## config.mk

```make
export PLATFORM = sky130hd
export DESIGN_NAME = wb_mux_n
export DESIGN_NICKNAME = d
export VERILOG_FILES = /design/src/rtl/wb_mux_n.sv
export SDC_FILE = /design/constraint.sdc
export NUM_CORES = 1
export LEC_CHECK = 0
export ABC_AREA = 1
export CAP_MARGIN = 5
export CORE_MARGIN = 1.5
export CORE_UTILIZATION = 24
export CTS_BUF_LIST = sky130_fd_sc_hd__clkbuf_8
export DETAILED_ROUTE_END_ITERATION = 7
export HOLD_SLACK_MARGIN = 0.02
export SKIP_CTS_REPAIR_TIMING = 1
export SYNTH_ARGS = -nofsm -noshare
export SYNTH_HDL_FRONTEND = slang
export SYNTH_SLANG_ARGS = --single-unit
```

## constraint.sdc

```tcl
create_clock -name io_wbs_clk -period 1.51 [get_ports io_wbs_clk]
set_input_delay 0.2265 -clock io_wbs_clk [delete_from_list [all_inputs] [get_ports io_wbs_clk]]
set_output_delay 0.2265 -clock io_wbs_clk [all_outputs]
set_load 0.005 [all_outputs]
```

## src/rtl/wb_mux_n.sv

```systemverilog
// Wishbone 1-to-N interconnect with registered address decode.
// Unmapped addresses and silent slaves get an error ack; error acks are counted.
module wb_mux_n #(
  parameter int                NUM_PERIPH = 4,
  parameter int                ADDR_W     = 32,
  parameter int                DATA_W     = 32,
  parameter int                DEC_LSB    = 24,
  parameter int                TIMEOUT    = 255,
  parameter logic [DATA_W-1:0] ERR_DATA   = 32'hBADC0FFE,
  localparam int               SEL_W      = DATA_W / 8,
  localparam int               IDX_W      = $clog2(NUM_PERIPH)
) (
  input  logic                         io_wbs_clk,
  input  logic                         io_wbs_rst_n,
  input  logic [ADDR_W-1:0]            io_wbs_adr,
  input  logic [DATA_W-1:0]            io_wbs_datwr,
  output logic [DATA_W-1:0]            io_wbs_datrd,
  input  logic                         io_wbs_we,
  input  logic [SEL_W-1:0]             io_wbs_sel,
  input  logic                         io_wbs_stb,
  input  logic                         io_wbs_cyc,
  output logic                         io_wbs_ack,
  output logic [ADDR_W-1:0]            io_wbs_adr_p,
  output logic [DATA_W-1:0]            io_wbs_datwr_p,
  output logic                         io_wbs_we_p,
  output logic [SEL_W-1:0]             io_wbs_sel_p,
  output logic [NUM_PERIPH-1:0]        io_wbs_stb_p,
  output logic [NUM_PERIPH-1:0]        io_wbs_cyc_p,
  input  logic [NUM_PERIPH-1:0]        io_wbs_ack_p,
  input  logic [NUM_PERIPH*DATA_W-1:0] io_wbs_datrd_p,
  output logic                         err_o,
  output logic [7:0]                   err_cnt_o
);

  // state  | meaning
  // S_IDLE | no transaction; waits for cyc & stb
  // S_WAIT | selected slave strobed; waiting for its ack, abort or timeout
  // S_RESP | one-cycle master ack with captured slave data
  // S_ERR  | one-cycle error ack with ERR_DATA (unmapped or timed out)
  typedef enum logic [1:0] {S_IDLE, S_WAIT, S_RESP, S_ERR} state_t;

  localparam logic [IDX_W:0] NUM_P    = (IDX_W+1)'(NUM_PERIPH);
  localparam logic [15:0]    TMR_LOAD = 16'(TIMEOUT - 1);

  state_t              state, state_nxt;
  logic [IDX_W-1:0]    idx;
  logic [IDX_W-1:0]    adr_idx;
  logic [15:0]         tmr;
  logic [DATA_W-1:0]   cap;
  logic [DATA_W-1:0]   sel_dat;
  logic                sel_ack;
  logic [NUM_PERIPH-1:0] onehot;
  logic                req, mapped;
  logic                latch, cap_en, tmr_dec, err_inc;

  assign req     = io_wbs_cyc & io_wbs_stb;
  assign adr_idx = io_wbs_adr[DEC_LSB +: IDX_W];
  assign mapped  = {1'b0, adr_idx} < NUM_P;

  // Slave mux; only the latched index is ever looked at, so other acks are ignored.
  always_comb begin
    sel_dat = '0;
    sel_ack = 1'b0;
    onehot  = '0;
    for (int i = 0; i < NUM_PERIPH; i++) begin
      if (idx == IDX_W'(i)) begin
        sel_dat   = io_wbs_datrd_p[i*DATA_W +: DATA_W];
        sel_ack   = io_wbs_ack_p[i];
        onehot[i] = 1'b1;
      end
    end
  end

  always_ff @(posedge io_wbs_clk or negedge io_wbs_rst_n) begin
    if (!io_wbs_rst_n) state <= S_IDLE;
    else               state <= state_nxt;
  end

  always_comb begin
    state_nxt = state;
    latch     = 1'b0;
    cap_en    = 1'b0;
    tmr_dec   = 1'b0;
    err_inc   = 1'b0;
    case (state)
      S_IDLE: begin
        if (req) begin
          latch     = 1'b1;
          state_nxt = mapped ? S_WAIT : S_ERR;
          err_inc   = !mapped;
        end
      end
      S_WAIT: begin
        // Abort wins over a coincident slave ack; ack wins over timeout.
        if (!io_wbs_cyc) begin
          state_nxt = S_IDLE;
        end else if (sel_ack) begin
          cap_en    = 1'b1;
          state_nxt = S_RESP;
        end else if (tmr == 16'd0) begin
          err_inc   = 1'b1;
          state_nxt = S_ERR;
        end else begin
          tmr_dec = 1'b1;
        end
      end
      S_RESP:  state_nxt = S_IDLE;
      S_ERR:   state_nxt = S_IDLE;
      default: state_nxt = S_IDLE;
    endcase
  end

  always_ff @(posedge io_wbs_clk or negedge io_wbs_rst_n) begin
    if (!io_wbs_rst_n) begin
      io_wbs_adr_p   <= '0;
      io_wbs_datwr_p <= '0;
      io_wbs_we_p    <= 1'b0;
      io_wbs_sel_p   <= '0;
      idx            <= '0;
      tmr            <= '0;
      cap            <= '0;
      err_cnt_o      <= '0;
    end else begin
      if (latch) begin
        io_wbs_adr_p   <= io_wbs_adr;
        io_wbs_datwr_p <= io_wbs_datwr;
        io_wbs_we_p    <= io_wbs_we;
        io_wbs_sel_p   <= io_wbs_sel;
        idx            <= adr_idx;
        tmr            <= TMR_LOAD;
      end else if (tmr_dec) begin
        tmr <= tmr - 16'd1;
      end
      if (cap_en) cap <= sel_dat;
      if (err_inc && (err_cnt_o != 8'hFF)) err_cnt_o <= err_cnt_o + 8'd1;
    end
  end

  always_comb begin
    io_wbs_ack   = (state == S_RESP) || (state == S_ERR);
    err_o        = (state == S_ERR);
    io_wbs_stb_p = (state == S_WAIT) ? onehot : '0;
    io_wbs_cyc_p = (state == S_WAIT) ? onehot : '0;
    case (state)
      S_RESP:  io_wbs_datrd = cap;
      S_ERR:   io_wbs_datrd = ERR_DATA;
      default: io_wbs_datrd = '0;
    endcase
  end

endmodule

```

# [Word level (Yosys, flattened, before mapping)]
# Cells that the tools add are included.
[word_totals] regBits=129 input_bits=205 out_inout_bits=119
[classes] addsub=2 eq_ne=9 muxes=34 bitwise_logic=1 reduce_logical=8
[ops] op="2-to-1 mux 32 bit" n=4
[ops] op="case mux 32 bit (2 select lines)" n=1
[ops] op="2-to-1 mux 16 bit" n=2
[ops] op="2-to-1 mux 1 bit" n=21
[ops] op="logical NOT 16 bit" n=1
[ops] op="subtractor 16 x 1 -> 16 bit (second input constant)" n=1
[ops] op="adder 8 x 1 -> 8 bit (second input constant)" n=1
[ops] op="== test 2 bit (second input constant)" n=4
[ops] op="2-to-1 mux 2 bit" n=4
[ops] op="!= test 8 bit (second input constant)" n=1
[ops] op="case mux 2 bit (3 select lines)" n=1
[ops] op="== test 2 x 1 -> 1 bit (second input constant)" n=2
[ops] op="logical NOT 2 bit" n=2
[ops] op="2-to-1 mux 4 bit" n=1
[ops] op="!= test 4 bit (second input constant)" n=1
[ops] op="!= test 2 bit (second input constant)" n=1
[ops] op="AND reduction 2 bit" n=1
[ops] op="nonzero test 2 bit" n=1
[ops] op="OR reduction 2 bit" n=1
[ops] op="bitwise AND 1 bit" n=1
[ops] op="logical AND 1 bit" n=1
[ops] op="logical OR 1 bit" n=1

# [Depth between registers and ports, before layout]
# Gate-level depths: netlist of run 1.
[depth] word_depth=10 depth_mapped=11 mapped_depth_nobuf=10

# [Worst setup path before layout of run 1]
# OpenSTA, ideal clock, no wires.
[synth_timing] path_type="register to register" from="reg tmr[0]" to="reg tmr[10]" setup_time_ps=66 arrival_ps=1542 required_time_ps=1444 setup_slack_ps=-98 path_stages_with_launch=10 path_buffers=1 synth_period_minus_slack_ps=1608 path_cell_list="dfrtp_1 inv_1 ha_1 nand2_1 nor2_2 nand4_1 nand2_1 buf_4 nand3_1 nand2_1"
[synth_via] elab_chain_cells=6
[synth_rtl] item="start, declared" line="48" rtl="logic [15:0] tmr;"
[synth_rtl] item="start signal, assigned" line="132" rtl="tmr <= tmr - 16'd1;"
[synth_rtl] item="branches (longest 6 deep; another with subtractor 16 x 1 -> 16 bit)"
# Parallel ways; which one is timed is not known. The select of a mux whose other input is x is not followed.
# A chain may end at the register's enable or synchronous reset.

==> results of run 1 <==
## metal layers
| metal | GRT usage (%) | vias to the layer above |
|---|---|---|
| met5 | 0 | - |
| met4 | 4.037 | 0 |
| met3 | 5.798 | 35 |
| met2 | 30.09 | 313 |
| met1 | 21.13 | 3635 |
| li1 | - | 3767 |
## sequential cells by signal, indices dropped and copies added (netlist names)
name / flops
cap: 32
io_wbs_datwr_p: 32
err_cnt_o: 8
state: 2
io_wbs_sel_p: 4
tmr: 16
io_wbs_we_p: 1
io_wbs_adr_p: 32
## power by group through the flow
stage	clock [mW]	sequential, mW	combinational, mW
2_1_floorplan	0	4.94	2.23
3_3_place_gp	0	4.95	5.39
3_5_place_dp	0	4.94	5.43
4_1_cts	3.39	4.91	5.46
5_1_grt	3.51	5.04	6.91
6_report	3.27	4.93	6.30
## worst max-delay path by stage
stage                                 from               to  cells past startpoint
after floorplan           io_wbs_adr_p[25]          cap[11]                     10
after global placement            state[1]  io_wbs_cyc_p[1]                      5
after detailed placement          state[1]  io_wbs_cyc_p[1]                      5
after CTS                         state[1]  io_wbs_cyc_p[1]                      5
after global routing      io_wbs_adr_p[24]           cap[5]                     10
final                     io_wbs_adr_p[25]           cap[3]                     11
## cells in the mapped netlist
cell type and n:
dfrtp_1 127, ha_1 2, nor3_1 3, nor2_1 47, nand3_1 70, nand2_2 3
nor2_2 1, nor2_4 3, buf_2 21, o211ai_1 11, o21bai_1 2, clkbuf_1 22
clkinv_1 1, nand2_1 432, a21o_1 2, buf_4 6, inv_2 1, o21ai_0 35
nand2_4 2, buf_1 1, nand4_1 38, a21oi_1 12, buf_6 2, xor2_1 9
inv_1 47, or2_1 1, and3_1 1, xnor2_1 1
## metrics by stage
step	utilization (%)	area (um^2)	hold slack, ns	setup TNS (ns)	worst slack [ns]
floorplan	-	6598	-0.06909	-0.06751	-0.006751
global placement	40.19	10830	0.1587	-20.58	-0.2541
detailed placement	40.19	10830	0.1643	-23.78	-0.2656
CTS	41.78	11260	-0.3316	-45.91	-0.7750
global route	47.01	12670	0.2585	-42.72	-0.4417
finish	47.01	12670	0.2621	-31.22	-0.3562
## final cells by class
class                      instances  area, um^2
antenna                            1       2.502
clock buffer                      18       247.7
clock inverter                    14       180.2
fill                            2656       14280
inverter                          49       198.9
multi-input combinational        675        3319
sequential                       127        3182
tap                              341       426.7
timing repair buffer             476        5099
timing repair inverter             2       15.01
## critical path, stage by stage (launching register included)
cell and delay (ns):
dfrtp_2 0.47, buf_6 0.13, buf_6 0.09, nand3_1 0.10
nand3_2 0.11, nand2_4 0.07, nor2_4 0.20, buf_12 0.16
buf_4 0.12, clkinvlp_4 0.15, nand2_1 0.10, nand2_1 0.05
## logic make-up (layout without fill, tap and decap cells)
group                    after synthesis  in the layout  share of synthesized area, %
buffers and inverters                101            559                         6.735
AND/OR/NAND/NOR                      601            601                         37.94
AO/OA/AOI/OAI                         62             62                         5.289
other                                  0              1                             0
XOR/XNOR                              10             10                         1.332
adder cells (fa/ha/maj)                2              2                        0.3805
flip-flops                           127            127                         48.33
==> results by group, run 1 <==
Run status
  – Failing checks: setup timing
  – Status: complete, but fails checks

Floorplan
  – Die Footprint: 28400 um^2
  – Io pins: 324
  – # rows: 60
  – Die X: 168.5 um
  – Initial Util: 24.40%
  – Die Ht: 168.5 um
  – Core footprint: 26950 um^2

Final layout
  – Post-route insts no fill: 1703
  – Share of cells above drive strength 1: 23.51%
  – Most frequent cells in the layout: 402 x nand2_1, 203 x clkdlybuf4s50_1, 124 x dfrtp_1, 85 x buf_4, 77 x dlymetal6s2s_1
  – Area Growth Syn to Fin: 92.68%
  – Commonest non-fill, non-tap cell in the layout: nand2_1
  – Fin nets: 1555

Routing
  – Vias per cell: 4.551
  – Met2 WL: 13380 um
  – Met3 WL: 2162 um
  – Total Wirelength: 27610 um
  – Vias: 7750
  – 1st-pass router iterations: 6
  – WL/cell: 16.21 um
  – Remaining DRCs: 0
  – Initial DRC Count: 353
  – Highest metal used: met4
  – Remaining antenna violation count: 0
  – Metal-1 WL: 11490 um

Placed design
  – Post-DP HPWL: 19110 um
  – PortBufs: 323
  – Placed cell count: 1608
  – Gp weighted congestion: 0.8135

Pwr
  – Max rail drop VDD: 0.5552 mV
  – Comb pwr share: 43.5%
  – Total power: 14.50 mW
  – Clk pwr share: 22.5%
  – PwrDens: 1144 nW/um^2
  – Internal Power: 9.387 mW
  – Switching pwr: 5.114 mW
  – Leak Pwr: 6.954 nW
  – Switching Fraction: 35.27%
  – Sequential Power Share: 34.0%

Clock tree
  – Clock transition at the registers of the reported paths: 0.09 ns
  – TritonCTS buffer count: 17
  – Clock Sinks: 127
  – Root buffer cell: clkbuf_8
  – Later-pin clock latency in the skew report: 0.43 ns
  – CTS max path bufs: 2
  – CTS tree: built
  – H-tree depth: 4

Synth
  – Register area share after synthesis: 48.33%
  – Synth area leaders: dfrtp_1 48%, nand2_1 25%, nand3_1 5.3%
  – Avg Cell Area, Syn: 7.283 um^2
  – Post-synth top area share: 48.33%
  – Post-synth cell types: 28
  – Post-Syn Area: 6576 um^2
  – FF+latch count, synth: 127
  – Synth warn: 0
  – Post-synth top area cell: dfrtp_1
  – Synthesized net count: 1110
  – Post-synthesis instance total: 903

Worst setup path
  – Worst Path Arrival: 2.19 ns
  – Worst r2r src: io_wbs_adr_p[25]
  – Crit Path Max Fanout: 7
  – Endpoint class of the critical path: flop
  – Critical R2R Capture: cap[3]
  – Required time worst endpoint: 1.83 ns
  – Setup slack, reg-to-reg: -0.36 ns
  – Depth of the worst register-to-register path: 11
  – Critical path startpoint category: flop
  – Setup CP Type: reg -> reg

Timing
  – Rel. slew slack: 74.29%
  – Final Cycle Share: 123.6%
  – Final worst slack: -0.3562 ns
  – Fin Clk Skew: 0.01377 ns
  – Fmax: 535.8 MHz
  – Slew Limit Fails: 0
  – RSZ-0062 raised after global routing: true
  – Worst-Margin Slew: 0.3856 ns
  – Final setup viols: 169
  – Fin. Hold Viols: 0
  – Final min period: 1.866 ns

GRT
  – GRT Residual Overflow: 0
  – Initial antenna violation count: 1
  – Tot GR Track Use: 17.48%
  – Pin count of the biggest net entering global routing: 49
  – Vias in the first global route: 7350
  – First-pass GRT wire length: 39140 um

Run
  – Maxcap violations: 0

Min path
  – Hold Crit Class: in -> async
No activity file was read; power rests on OpenSTA's default activity.
==> inputs of run 2 (changes only) <==
--- a/config.mk
+++ b/config.mk
@@ -9,7 +9,6 @@
 export CAP_MARGIN = 5
 export CORE_MARGIN = 1.5
 export CORE_UTILIZATION = 24
-export CTS_BUF_LIST = sky130_fd_sc_hd__clkbuf_8
 export DETAILED_ROUTE_END_ITERATION = 7
 export HOLD_SLACK_MARGIN = 0.02
 export SKIP_CTS_REPAIR_TIMING = 1
==> run 2 against run 1 <==
  * The flow still finishes with violations (setup timing)
  * Core utilization increased by 1.2 points
  * Non-clock buffer count increased by 4
  * Wire length is 3.5% higher
  * Hold slack gained 0.023 ns
  * Maximum frequency up 0.62%
  * Final cell count increased by 0.23%
  * Worst setup slack better by 0.011 ns
  * Critical path depth unchanged
  * Sequential cell count unchanged
  * Clock power grew 33%
  * Count of clock-buffer cells in the layout unchanged
  * Critical path type unchanged
  * Highest routed layer unchanged
==> results by group, run 2 (synthesized netlist as in run 1, its figures left out) <==
Run status
  – Status: complete, but fails checks
  – Failing checks: setup timing

Timing
  – RSZ-0062 raised after global routing: true
  – Fmax: 539.1 MHz (+0.62%)
  – Fin Clk Skew: 0.01199 ns (-0.001783 ns)
  – Final hold slack: 0.2847 ns (+0.02259 ns)
  – Final setup viols: 171 (+1.2%)
  – Final Cycle Share: 122.8% (-0.76 points)
  – Worst-Margin Slew: 0.3808 ns (-0.004845 ns)
  – Setup TNS: -30.13 ns (+1.092 ns)
  – Fin. Hold Viols: 0 (unchanged)
  – Rel. slew slack: 74.61% (+0.32 points)
  – Final worst slack: -0.3448 ns (+0.01142 ns)
  – Final min period: 1.855 ns (-0.01142 ns)
  – Slew Limit Fails: 0 (unchanged)

Placed design
  – Placed cell areas: 10830 um^2 (unchanged)
  – Pre-CTS WS: -0.2656 ns (unchanged)
  – Placed cell count: 1608 (unchanged)
  – PortBufs: 323 (unchanged)
  – Post-DP HPWL: 19110 um (unchanged)
  – Gp weighted congestion: 0.8135 (unchanged)

Pwr
  – Leak Pwr: 6.703 nW (-3.6%)
  – PwrDens: 1230 nW/um^2 (+7.5%)
  – Total power: 15.99 mW (+10%)
  – Max rail drop VDD: 0.6512 mV (+17%)

Clock tree
  – Clock Sinks: 127 (unchanged)
  – Later-pin clock latency in the skew report: 0.42 ns (about the same)
  – CTS max path bufs: 2 (unchanged)
  – CTS tree: built
  – Root buffer cell: clkbuf_16
  – H-tree depth: 4 (unchanged)
  – Clock transition at the registers of the reported paths: 0.06 ns (-0.03 ns)
  – TritonCTS buffer count: 17 (unchanged)

Floorplan
  – # rows: 60 (unchanged)
  – Initial Util: 24.40% (unchanged)
  – Io pins: 324 (unchanged)
  – Die Ht: 168.5 um (unchanged)
  – Die Footprint: 28400 um^2 (unchanged)
  – Core footprint: 26950 um^2 (unchanged)
  – Die X: 168.5 um (unchanged)

Final layout
  – Most frequent cells in the layout: 398 x nand2_1, 240 x clkdlybuf4s50_1, 124 x dfrtp_1, 79 x buf_4, 60 x buf_6
  – Fin nets: 1559 (+0.26%)
  – Commonest non-fill, non-tap cell in the layout: nand2_1
  – Post-Layout Inst Area: 13000 um^2 (+2.6%)
  – Largest regs: cap: 32 flops, io_wbs_adr_p: 32 flops, io_wbs_datwr_p: 32 flops
  – Finished Core Util: 48.23% (+1.2 points)
  – Share of cells above drive strength 1: 24.91% (+1.4 points)
  – Post-route insts no fill: 1707 (+0.23%)
  – Area Growth Syn to Fin: 97.66%

GRT
  – Vias in the first global route: 7376 (+0.35%)
  – Pin count of the biggest net entering global routing: 49 (unchanged)
  – First-pass GRT wire length: 39280 um (+0.35%)
  – Initial antenna violation count: 1 (unchanged)
  – Tot GR Track Use: 17.62% (+0.13 points)
  – GRT Residual Overflow: 0 (unchanged)

Worst setup path
  – Crit Path Max Fanout: 7 (unchanged)
  – Worst-path cell chain: buf_6 -> buf_6 -> nand3_2 -> nand3_2 -> nand2_4 -> nor2_4 -> buf_12 -> buf_6 -> clkinvlp_4 -> nand2_1 -> nand2_1
  – Slowest stage delay, CP: 0.48 ns (about the same)
  – Worst Path Arrival: 2.16 ns (-0.03 ns)
  – Setup CP Type: reg -> reg
  – Setup slack, reg-to-reg: -0.34 ns (about the same)
  – Critical path startpoint category: flop
  – Required time worst endpoint: 1.81 ns (-0.02 ns)
  – Endpoint class of the critical path: flop
  – Crit path top cell by count: buf_6
  – Worst r2r src: io_wbs_adr_p[25]
  – Critical R2R Capture: cap[11]
  – Slowest stage cell, crit path: dfrtp_2
  – Depth of the worst register-to-register path: 11 (unchanged)

Routing
  – Remaining antenna violation count: 0 (unchanged)
  – Initial DRC Count: 353 (unchanged)
  – Total Wirelength: 28580 um (+3.5%)
  – WL/cell: 16.74 um (+3.3%)
  – Vias per cell: 4.569 (+0.40%)
  – 1st-pass router iterations: 5 (-1)
  – Vias: 7799 (+0.63%)
  – Remaining DRCs: 0 (unchanged)

Min path
  – Hold Crit Class: in -> async

Run
  – Maxcap violations: 0 (unchanged)
==> run 2: routing by layer <==
layer	vias up	wire (um)	global-route usage [%]
li1	3779	-	-
met1	3647	11690	21.21
met2	334	13930	30.15
met3	39	2297	5.728
met4	0	654	4.852
met5	-	0	0
==> run 2: final cells by class <==
cell class	instances	area, um^2
Fill cell	2581	13950
Timing Repair Buffer	480	5142
Multi-Input combinational cell	675	3410
Sequential cell	127	3182
Clock buffer	18	439.2
Tap cell	341	426.7
Inverter	49	201.4
Clock inverter	14	180.2
Timing Repair inverter	2	15.01
Antenna cell	1	2.502
==> run 2: report_power, final <==
part	switching (mW)	internal (mW)	total, mW
sequential	0.555	4.40	4.95
combinational	3.16	3.52	6.68
clock	1.69	2.67	4.36
total	5.41	10.6	16.0
==> run 2: how the worst max path moves through the flow <==
stage | depth (start not counted) | from | endpoint
6_report | 11 | io_wbs_adr_p[25] | cap[11]
5_1_grt | 11 | io_wbs_adr_p[25] | cap[11]
4_1_cts | 5 | state[1] | io_wbs_cyc_p[1]
3_5_place_dp | 5 | state[1] | io_wbs_cyc_p[1]
3_3_place_gp | 5 | state[1] | io_wbs_cyc_p[1]
2_1_floorplan | 10 | io_wbs_adr_p[25] | cap[11]
==> run 2: worst max-delay path, delay by kind of cell (launching register included) <==
family	cells	cell delay, ns
buffers and inverters	5	0.63
DFF	1	0.48
and+or+nand+nor	6	0.64
==> RTL edit, RTL diff (config.mk and constraints of run 1) <==
`ADDR_W`: 32 -> 28.
--- a/src/rtl/wb_mux_n.sv
+++ b/src/rtl/wb_mux_n.sv
@@ -4,3 +4,3 @@
   parameter int                NUM_PERIPH = 4,
-  parameter int                ADDR_W     = 32,
+  parameter int                ADDR_W     = 28,
   parameter int                DATA_W     = 32,
Ports: changed (resized io_wbs_adr and io_wbs_adr_p); port bits go from 324 to 316. No check against the original RTL was run, so the function may have changed too.
==> RTL edit against run 1 <==
The run ends with DRC, setup timing left; synthesized area shrank 2.3%; hold slack gained 1.0 ps; critical endpoint is now cap[27]; cell count shrank 3.3%; worst setup slack gained 40 ps; largest power group unchanged; sequential cell count shrank 4; sequential share of layout area grew 0.088 points; power shrank 4.7%; routed wire length shrank 2.7%; final area shrank 3.3%.
==> RTL edit: results (changes against run 1) <==
- The fraction of area in non-clock buffers was 0.385 (-0.0178).
- The met2 wire length came to 13300 um (-0.34%).
- The instance area at placement was 10500 um^2 (-2.7%).
- The area fraction in compound gates after synthesis is 0.0572 (+0.00434).
- The number of antenna violations at the first check in global routing is 0 (-1).
- The vias after detailed routing is 7492 (-3.3%).
- The count of non-CTS inverters in the layout is 52 (+2.0%).
- The count of final setup violators is 129 (-24%).
- The footprint of the multi-input gates was 3440 um^2 (+3.5%).
- The global routing usage on met1 came to 0.211 (-0.000829).
- The pre-CTS worst setup slack came to -306 ps (-39.9 ps).
- The share of synthesized area occupied by flip-flops and latches came to 0.479 (-0.00438).
- The number of I/O port buffers is 315 (-2.5%).
- Sorting the synthesized cells by area gives the leading types as sky130_fd_sc_hd__dfrtp_1 48%, sky130_fd_sc_hd__nand2_1 24%, sky130_fd_sc_hd__nand3_1 5.5%, sky130_fd_sc_hd__nand4_1 3.7%, sky130_fd_sc_hd__inv_1 2.9%.
- The DRC violation count after routing is 30 (+30).
- The fraction of area in clock buffers and inverters is 0.0314 (-0.00232).
- The number of buffers outside the clock class in the layout was 447 (-6.1%).
- The average routed wire per standard cell is 16.3 um (+0.58%).
- The least setup slack across all paths after layout is -317 ps (+39.6 ps).
- The number of vias per cell is 4.55 (about the same).
- The antenna diode count is 0 (-1).
- The checks that failed: DRC, setup timing.
- The final setup TNS came to -19310 ps (+11910 ps).
- The worst hold slack after final layout is 263 ps (+1.02 ps).
- The sum of routed wire segments on met1 is 11000 um (-4.6%).
- The worst-margin pin slew is 420 ps (+34.3 ps).
- The met2 routing resource usage after global routing is 0.295 (-0.00589).
- The total number of clock tree sinks is 123 (-3.1%).
- The aggregate global-route resource usage is 0.174 (-0.00122).
- The largest incremental delay on the critical path is 430 ps (-40 ps).
- The fraction of area in multi-input gates came to 0.280 (+0.0184).
- The run finished, with violations left.
- The post-synthesis xor/xnor area fraction is 0.0136 (+0.000309).
- The layout net count is 1502 (-3.4%).
- The number of global-route vias before repair came to 7180 (-2.3%).
- In the final layout, the registers with the most flip-flops are cap (32), io_wbs_datwr_p (32), io_wbs_adr_p (28).
- The total length of routed met3 wires is 2130 um (-1.3%).
- The fraction of layout cells with a size suffix above 1 came to 0.246 (+0.0111).
- The number of cell instances on the worst register-to-register path came to 12 (+1).
- The first-iteration detailed-routing DRC count was 395 (+12%).
- The capture point of the critical path is cap[27].
- The number of multi-input combinational cells came to 658 (-2.5%).
-- RTL edit: cell types whose count changed after synthesis, moves of 2 or more --
cell | before | now
sky130_fd_sc_hd__nor3_1 | 3 | 5
sky130_fd_sc_hd__nand2_1 | 432 | 411
sky130_fd_sc_hd__nor2_1 | 47 | 45
sky130_fd_sc_hd__inv_1 | 47 | 50
sky130_fd_sc_hd__dfrtp_1 | 127 | 123
sky130_fd_sc_hd__o21ai_1 | 0 | 2
sky130_fd_sc_hd__a21oi_1 | 12 | 14
-- RTL edit: report_power, final --
group          internal, mW  switching (mW)  leakage, nW  total [mW]
Clock                  1.38            1.56        0.190        2.94
Combinational          3.04            3.05         4.95        6.08
Sequential             4.26           0.535         1.54        4.80
Total                  8.68            5.14         6.68        13.8
-- RTL edit: cell families (layout without fill, tap and decap cells) --
kind of cell	count (synthesis)	in the layout
AO/OA/AOI/OAI	66	66
adder cells (fa/ha/maj)	2	2
flip-flops	123	123
buffers and inverters	102	531
XOR/XNOR	10	10
AND/OR/NAND/NOR	579	580
